<file path="src/rtl/tron_pkg.sv">
// Shared definitions for the Tron core: condition codes, status-flag bit positions
// and the fetch FSM state encoding.
package tron_pkg;

  localparam logic [3:0] CC_EQ = 4'h0;
  localparam logic [3:0] CC_NE = 4'h1;
  localparam logic [3:0] CC_CS = 4'h2;
  localparam logic [3:0] CC_CC = 4'h3;
  localparam logic [3:0] CC_HI = 4'h4;
  localparam logic [3:0] CC_LS = 4'h5;
  localparam logic [3:0] CC_GT = 4'h6;
  localparam logic [3:0] CC_LE = 4'h7;
  localparam logic [3:0] CC_FS = 4'h8;
  localparam logic [3:0] CC_FC = 4'h9;
  localparam logic [3:0] CC_LO = 4'hA;
  localparam logic [3:0] CC_HS = 4'hB;
  localparam logic [3:0] CC_LT = 4'hC;
  localparam logic [3:0] CC_GE = 4'hD;
  localparam logic [3:0] CC_UC = 4'hE;
  localparam logic [3:0] CC_AL = 4'hF;

  // Status flags are packed as {N,Z,F,L,C}
  localparam int FLAG_N = 4;
  localparam int FLAG_Z = 3;
  localparam int FLAG_F = 2;
  localparam int FLAG_L = 1;
  localparam int FLAG_C = 0;

  typedef enum logic [1:0] {
    S_ISSUE   = 2'd0,
    S_CAPTURE = 2'd1,
    S_READY   = 2'd2
  } fetch_state_t;

endpackage

</file>
<file path="src/rtl/cond_eval.sv">
// Combinational condition-code evaluator: flag_op + status flags -> cond_taken.
// Shared by the fetch stage and any later stage that needs condition tests.
module cond_eval
  import tron_pkg::*;
(
  input  logic [3:0] flag_op,
  input  logic [4:0] flags,
  output logic       cond_taken
);

  logic n, z, f, l, c;

  assign n = flags[FLAG_N];
  assign z = flags[FLAG_Z];
  assign f = flags[FLAG_F];
  assign l = flags[FLAG_L];
  assign c = flags[FLAG_C];

  // CC_AL shares the unconditional result; the controller uses it for JAL
  always_comb begin
    cond_taken = 1'b1;
    case (flag_op)
      CC_EQ:   cond_taken = z;
      CC_NE:   cond_taken = !z;
      CC_CS:   cond_taken = c;
      CC_CC:   cond_taken = !c;
      CC_HI:   cond_taken = l;
      CC_LS:   cond_taken = !l;
      CC_GT:   cond_taken = n;
      CC_LE:   cond_taken = !n;
      CC_FS:   cond_taken = f;
      CC_FC:   cond_taken = !f;
      CC_LO:   cond_taken = !l && !z;
      CC_HS:   cond_taken = l || z;
      CC_LT:   cond_taken = !n && !z;
      CC_GE:   cond_taken = n || z;
      CC_UC:   cond_taken = 1'b1;
      default: cond_taken = 1'b1;
    endcase
  end

endmodule

</file>
<file path="src/rtl/pc_fetch_unit.sv">
// PC and instruction fetch stage of the Tron multicycle core.
// Optional feature: define PC_PERF_COUNTERS_EN to add retired/taken counters.
module pc_fetch_unit
  import tron_pkg::*;
#(
  parameter int               WIDTH    = 16,
  parameter logic [WIDTH-1:0] RESET_PC = '0
) (
  input  logic             clk,
  input  logic             reset,
  input  logic             pc_add,
  input  logic             pc_jump,
  input  logic             pc_branch,
  input  logic [3:0]       flag_op,
  input  logic [4:0]       flags,
  input  logic [WIDTH-1:0] jump_target,
  input  logic [WIDTH-1:0] displacement,
  output logic [WIDTH-1:0] mem_addr,
  input  logic [WIDTH-1:0] mem_rdata,
  output logic [WIDTH-1:0] instruction,
  output logic             instr_ready,
  output logic [WIDTH-1:0] pc,
  output logic [WIDTH-1:0] link_addr,
  output logic             cond_taken
`ifdef PC_PERF_COUNTERS_EN
  ,
  output logic [15:0]      retired_count,
  output logic [15:0]      taken_count
`endif
);

  fetch_state_t     state, state_next;
  logic             strobe;
  logic [WIDTH-1:0] pc_next;

  cond_eval u_cond_eval (
    .flag_op    (flag_op),
    .flags      (flags),
    .cond_taken (cond_taken)
  );

  assign strobe    = pc_add || pc_jump || pc_branch;
  assign link_addr = pc + WIDTH'(1);
  assign mem_addr  = pc;

  // Branch outranks jump outranks add; an untaken condition still steps the PC
  always_comb begin
    pc_next = link_addr;
    if (pc_branch) begin
      if (cond_taken) pc_next = pc + displacement;
    end else if (pc_jump) begin
      if (cond_taken) pc_next = jump_target;
    end
  end

  always_ff @(posedge clk) begin
    if (!reset) begin
      pc <= RESET_PC;
    end else if (strobe) begin
      pc <= pc_next;
    end
  end

  always_ff @(posedge clk) begin
    if (!reset) begin
      state <= S_ISSUE;
    end else begin
      state <= state_next;
    end
  end

  // Any strobe restarts the fetch, abandoning a read already in flight
  always_comb begin
    state_next = state;
    if (strobe) begin
      state_next = S_ISSUE;
    end else begin
      case (state)
        S_ISSUE:   state_next = S_CAPTURE;
        S_CAPTURE: state_next = S_READY;
        S_READY:   state_next = S_READY;
        default:   state_next = S_ISSUE;
      endcase
    end
  end

  always_comb begin
    instr_ready = (state == S_READY);
  end

  always_ff @(posedge clk) begin
    if (!reset) begin
      instruction <= '0;
    end else if (state == S_CAPTURE && !strobe) begin
      instruction <= mem_rdata;
    end
  end

`ifdef PC_PERF_COUNTERS_EN
  // Both counters stick at all-ones rather than wrapping
  always_ff @(posedge clk) begin
    if (!reset) begin
      retired_count <= '0;
      taken_count   <= '0;
    end else begin
      if (strobe && retired_count != 16'hFFFF) begin
        retired_count <= retired_count + 16'd1;
      end
      if ((pc_branch || pc_jump) && cond_taken && taken_count != 16'hFFFF) begin
        taken_count <= taken_count + 16'd1;
      end
    end
  end
`endif

endmodule

</file>
<file path="config.mk">
export PLATFORM = sky130hd
export DESIGN_NAME = pc_fetch_unit
export DESIGN_NICKNAME = d
export VERILOG_FILES = /design/src/rtl/tron_pkg.sv /design/src/rtl/cond_eval.sv /design/src/rtl/pc_fetch_unit.sv
export SDC_FILE = /design/constraint.sdc
export NUM_CORES = 1
export LEC_CHECK = 0
export CORE_MARGIN = 4
export CORE_UTILIZATION = 35
export CTS_BUF_LIST = sky130_fd_sc_hd__clkbuf_2 sky130_fd_sc_hd__clkbuf_4 sky130_fd_sc_hd__clkbuf_8
export DETAILED_ROUTE_END_ITERATION = 8
export PLACE_DENSITY = 0.74
export SYNTH_ARGS = -nofsm -noshare
export SYNTH_HDL_FRONTEND = slang
export SYNTH_HIERARCHICAL = 1
export SYNTH_SLANG_ARGS = --single-unit
</file>
<file path="constraint.sdc">
create_clock -name clk -period 4.5 [get_ports clk]
set_clock_uncertainty 0.2 [all_clocks]
set_input_delay 0.9 -clock clk [delete_from_list [all_inputs] [get_ports clk]]
set_output_delay 0.9 -clock clk [all_outputs]
set_load 0.02 [all_outputs]
</file>
Word-level counts from Yosys, hierarchy flattened. Index checks and enable logic that the tools add are counted.

Register bits: 34. Latch bits: 0. Memories kept: 0. Bits in read-only memories: 0. Output and inout bits: 66. Input bits: 62. Logic and storage cells: 44. Bits in writable memories: 0.

Add/subtract/negate cells: 2. Muxes and demuxes: 6. Reductions and logical operators: 17. Bitwise operators: 1. Divide/modulo/power cells: 0. Multiply operators: 0. Magnitude comparators: 0. Eq/ne operators: 15. Shifts and indexed selects: 0.

Operator list (number): 2-to-1 mux 16 bit (4); == test 4 bit, second input constant (6); adder 16 x 1 -> 16 bit, second input constant (1); adder 16 bit (1); == test 4 x 3 -> 1 bit, second input constant (4); case mux 1 bit (14 select lines) (1); == test 4 x 2 -> 1 bit, second input constant (2); logical NOT 1 bit (6); == test 4 x 1 -> 1 bit, second input constant (1); logical NOT 4 bit (1); logical OR 1 bit (4); case mux 2 bit (2 select lines) (1); OR reduction 2 bit (2); logical AND 1 bit (3); == test 2 x 1 -> 1 bit, second input constant (1); == test 2 bit, second input constant (1); logical NOT 2 bit (1); inverter 1 bit (1).

Depth between registers and ports, before layout.
Word-level depth: 6. Depth in mapped cells: 12. Gate-level depth less buffers: 10.

Cells and area by module. Netlist, hierarchy kept.

By module, submodules not included: pc_fetch_unit (seq. area each 680.7 um^2, area an instance 2824.0 um^2, times used 1, cells an instance 374); cond_eval (seq. area each 0.0 um^2, area an instance 192.7 um^2, times used 1, cells an instance 24).

Least setup slack after synthesis. Ideal clock, no wire load.

Path kind: input to register. Start: in flag_op[2]. End: reg pc[13], in the netlist mem_addr[13]. Required time: 4.164 ns. Setup slack: 1.317 ns. Data arrival time: 2.847 ns. Cell stages on the path: 11. Path buffers: 2. Setup time: 0.136 ns. Cell sequence: buf_6 > nand2_1 > o31ai_1 > a221o_1 > a2111o_1 > inv_1 > clkbuf_1 > a21oi_1 > o21a_1 > o21ai_0 > a31oi_1.

Word-level cells in the longest chain between the ends: 5. Elaborated cells on any way between the ends: 19. Those cells by class: 13 x eq/ne; 5 x mux; 1 x reduce/logical.

Ends and longest elaborated chain: start, declared (line pc_fetch_unit.sv:14) `input logic [3:0] flag_op,`; == test 4 bit, or another cell as far along (line cond_eval.sv:22) `case (flag_op)`; case mux 1 bit (14 select lines) (*) (line cond_eval.sv:22); named net cond_taken (line pc_fetch_unit.sv:24) `output logic cond_taken`; 2-to-1 mux 16 bit (line pc_fetch_unit.sv:52) `if (cond_taken) pc_next = jump_target;`; 2-to-1 mux 16 bit (line pc_fetch_unit.sv:51) `end else if (pc_jump) begin`; 2-to-1 mux 16 bit (*) (line pc_fetch_unit.sv:49) `if (pc_branch) begin`; end signal, assigned (line pc_fetch_unit.sv:60) `pc <= pc_next;`; end, declared (line pc_fetch_unit.sv:22) `output logic [WIDTH-1:0] pc,`.

Mark *: on every way through the listed nets, which the timed path passes. The rest lies on a longest branch. A chain may end at the register's enable or synchronous reset.

Worst setup path after layout.
Start: in flag_op[1]. End: out cond_taken.

Word-level cells in the longest chain between the ends: 2. Elaborated cells on any way between the ends: 15. Those cells by class: 13 x eq/ne; 1 x mux; 1 x reduce/logical.

Ends and longest elaborated chain (line): == test 4 bit, or another cell as far along (cond_eval.sv:22); case mux 1 bit (14 select lines) (*) (cond_eval.sv:22); end, declared (pc_fetch_unit.sv:24).

Mark *: on every way between the ends. The rest lies on a longest branch, timed or not.

==> results.ini <==
[global_route]
first_global_vias=3268
antenna_found_initial=0
grt_start_max_net_pins=37
grt_overflow=0
grt_pass1_wl_mm=15.7
grt_usage_pct=18.9

[clock_tree]
clkTransAtPathRegs_ns=0.07
post_cts_buffers=0
clockBufferDepth=2
hold_buffers=0
cts-root-buf=clkbuf_8
htree_levels=2
cts_tree=yes
cts.sinks=34
post_cts_resized=0
clk_latency_ns=0.29
numCtsBuffers=5

[routing]
met3_length_um=815
wl_met2_mm=4.59
vias=3326
drt-initial-drc-count=257
vias_per_cell=5.46
routed.top_layer=met4
drc_errors=0
ant_nets=0
drt_pre_antenna_iters=4
wl_mm=9.84
wl_per_cell_um=16.2
m1WireLength_mm=4.30

[floorplan]
num_rows=33
start_util_pct=36.3
core_area_um2=8300
die_w_um=101
num_io_pins=128
die_y_um=101
dieArea_um2=10200

[final_layout]
insertedDiodeCount=0
areaGrowthSynthToFinish_pct=43.9
nets=585
drive_gt1_share_pct=4.56
final_area_um2=4340

[power_and_ir_drop]
p_leak_uw=0.00167
power_density_nw_per_um2=292
peakVddDrop_mv=0.180
finalPower_uw=1270

[worst_setup_path]
cp-end-kind=primary output
crit_path_start_kind=input pin
critical_path_class=in2out
crit_required_ns=3.40
worstPathArrival_ns=3.13
worstPathMaxFanout=8

[flow_run]
drv_cap=0

[sta]
rsz0062_at_grt=no
fmax_ghz=0.236
post-route-min-period_ns=4.23
finalSetupTns_ns=0
fin_crit_sh_pct=94.0
slew_viol_final=0
max_slew.worst_pin.slew_ns=0.899
max_slew_margin_pct=39.5
hold_viol=0
setup_viol=0

[logic_synthesis]
synth-main-ff-cell=dfxtp_1
syn_nets=480
ys_types=63
syn_inst=398
yosysSeqAreaShare_pct=22.6
async_flop_share_pct=0
yosys_register_bits=34
avgSynthCellArea_um2=7.58
synth-edff-count=0
ys_warn_count=6
synth_top_cell_by_area=dfxtp_1
yosys-top-cells-area=dfxtp_1 (23%), nand2_1 (8.2%), ha_1 (7.9%)
synth.top_cell.area_share_pct=22.6
syn_area_um2=3020

[placement]
dp_hpwl_mm=7.65
postPlaceCellArea_um2=4230
gp_congestion=0.889
io_buffers=127

[run_status]
outcome=completed

[worst_hold_path]
hold_class=reg2reg

-- synthesized netlist by cell type, types with 2 or more instances --
cell / instances
nand2_1: 66
dfxtp_1: 34
a21oi_1: 27
o21ai_0: 23
nor2_1: 20
ha_1: 19
inv_1: 19
a21boi_0: 18
buf_4: 17
xnor2_1: 16
clkbuf_1: 12
xor2_1: 11
nand3_1: 10
o22ai_1: 8
a21o_1: 7
and3_1: 7
a31oi_1: 6
nor3_1: 6
o31ai_1: 6
mux2i_1: 4
a22oi_1: 3
buf_6: 3
nor2b_1: 3
o21a_1: 3
a2bb2oi_1: 2
and2_0: 2
and2_1: 2
buf_2: 2
nand2b_1: 2
nand4_1: 2
nor3b_1: 2
nor4_1: 2
o211ai_1: 2
o221ai_1: 2
o311ai_0: 2
-- final cells by class --
cell class,instances,area (um^2)
Fill cell,802,3960
Clock inverter,3,45.0
Clock buffer,5,68.8
Timing Repair Buffer,133,1320
Sequential cell,34,681
Multi-Input combinational cell,310,2030
Tap cell,105,131
Inverter,19,71.3
-- through the flow --
step                      setup WS (ns)  util [%]  hold WS (ns)  cells
final                             0.272      52.3         0.268    609
after global routing              0.225      52.3         0.299    609
after CTS                         0.278      52.3         0.268    609
after detailed placement          0.285      50.9         0.259    601
after global placement            0.400      50.9         0.250    601
after floorplan                    1.32         -         0.341    398
-- metal layers --
metal / up-vias / GRT usage, %
met5: - / 0
met4: 0 / 6.01
met3: 18 / 2.84
met2: 163 / 32.1
met1: 1527 / 24.5
li1: 1618 / -
-- critical path, cell delays in order --
cell and delay, ns:
clkdlybuf4s50_1 0.65, mux2i_1 0.28, xor2_1 0.20, nor3b_1 0.08, a2111o_1 0.45, clkdlybuf4s50_1 0.57
-- where the power goes --
part	total, uW	leakage [uW]	internal (uW)	switching, uW
registers	371	0.000278	323	48.2
logic	615	0.00134	295	320
clock network	284	0.0000504	165	120
-- state kept, by name (all words and copies together) (netlist names) --
name / cells
state: 2
mem_addr: 16
instruction: 16
-- layout by cell type, fill, tap and decap left out, types with 3 or more instances in the layout --
cell type,count
o21ai_0,23
a21boi_0,18
and3_1,7
a21oi_1,27
o21a_1,3
xnor2_1,16
nor2b_1,3
xor2_1,11
buf_4,6
clkbuf_8,5
a21o_1,7
inv_1,19
mux2i_1,4
nor2_1,20
o22ai_1,8
clkdlybuf4s50_1,127
nor3_1,6
a31oi_1,6
ha_1,19
nand2_1,66
dfxtp_1,34
o31ai_1,6
nand3_1,10
a22oi_1,3
-- path summary, 6_finish.rpt --
| check | startpoint | endpoint | slack [ns] | cells after the start |
|---|---|---|---|---|
| hold reg to reg | instruction[6] | instruction[6] | 0.27 | 2 |
| hold / removal | instruction[6] | instruction[6] | 0.27 | 2 |
| setup reg to reg | mem_addr[0] | mem_addr[14] | 1.67 | 8 |
| setup / recovery | flag_op[1] | cond_taken | 0.27 | 6 |
-- cell families after synthesis --
logic type | share of synthesized area (%)
AOI/OAI and AO/OA | 29.0
xor gates and xnor gates | 7.84
adders and majority gates | 8.54
buffers and inverters | 10.2
DFF | 22.6
muxes | 1.33
and+or+nand+nor | 20.6
No activity file was read; power rests on OpenSTA's default activity.
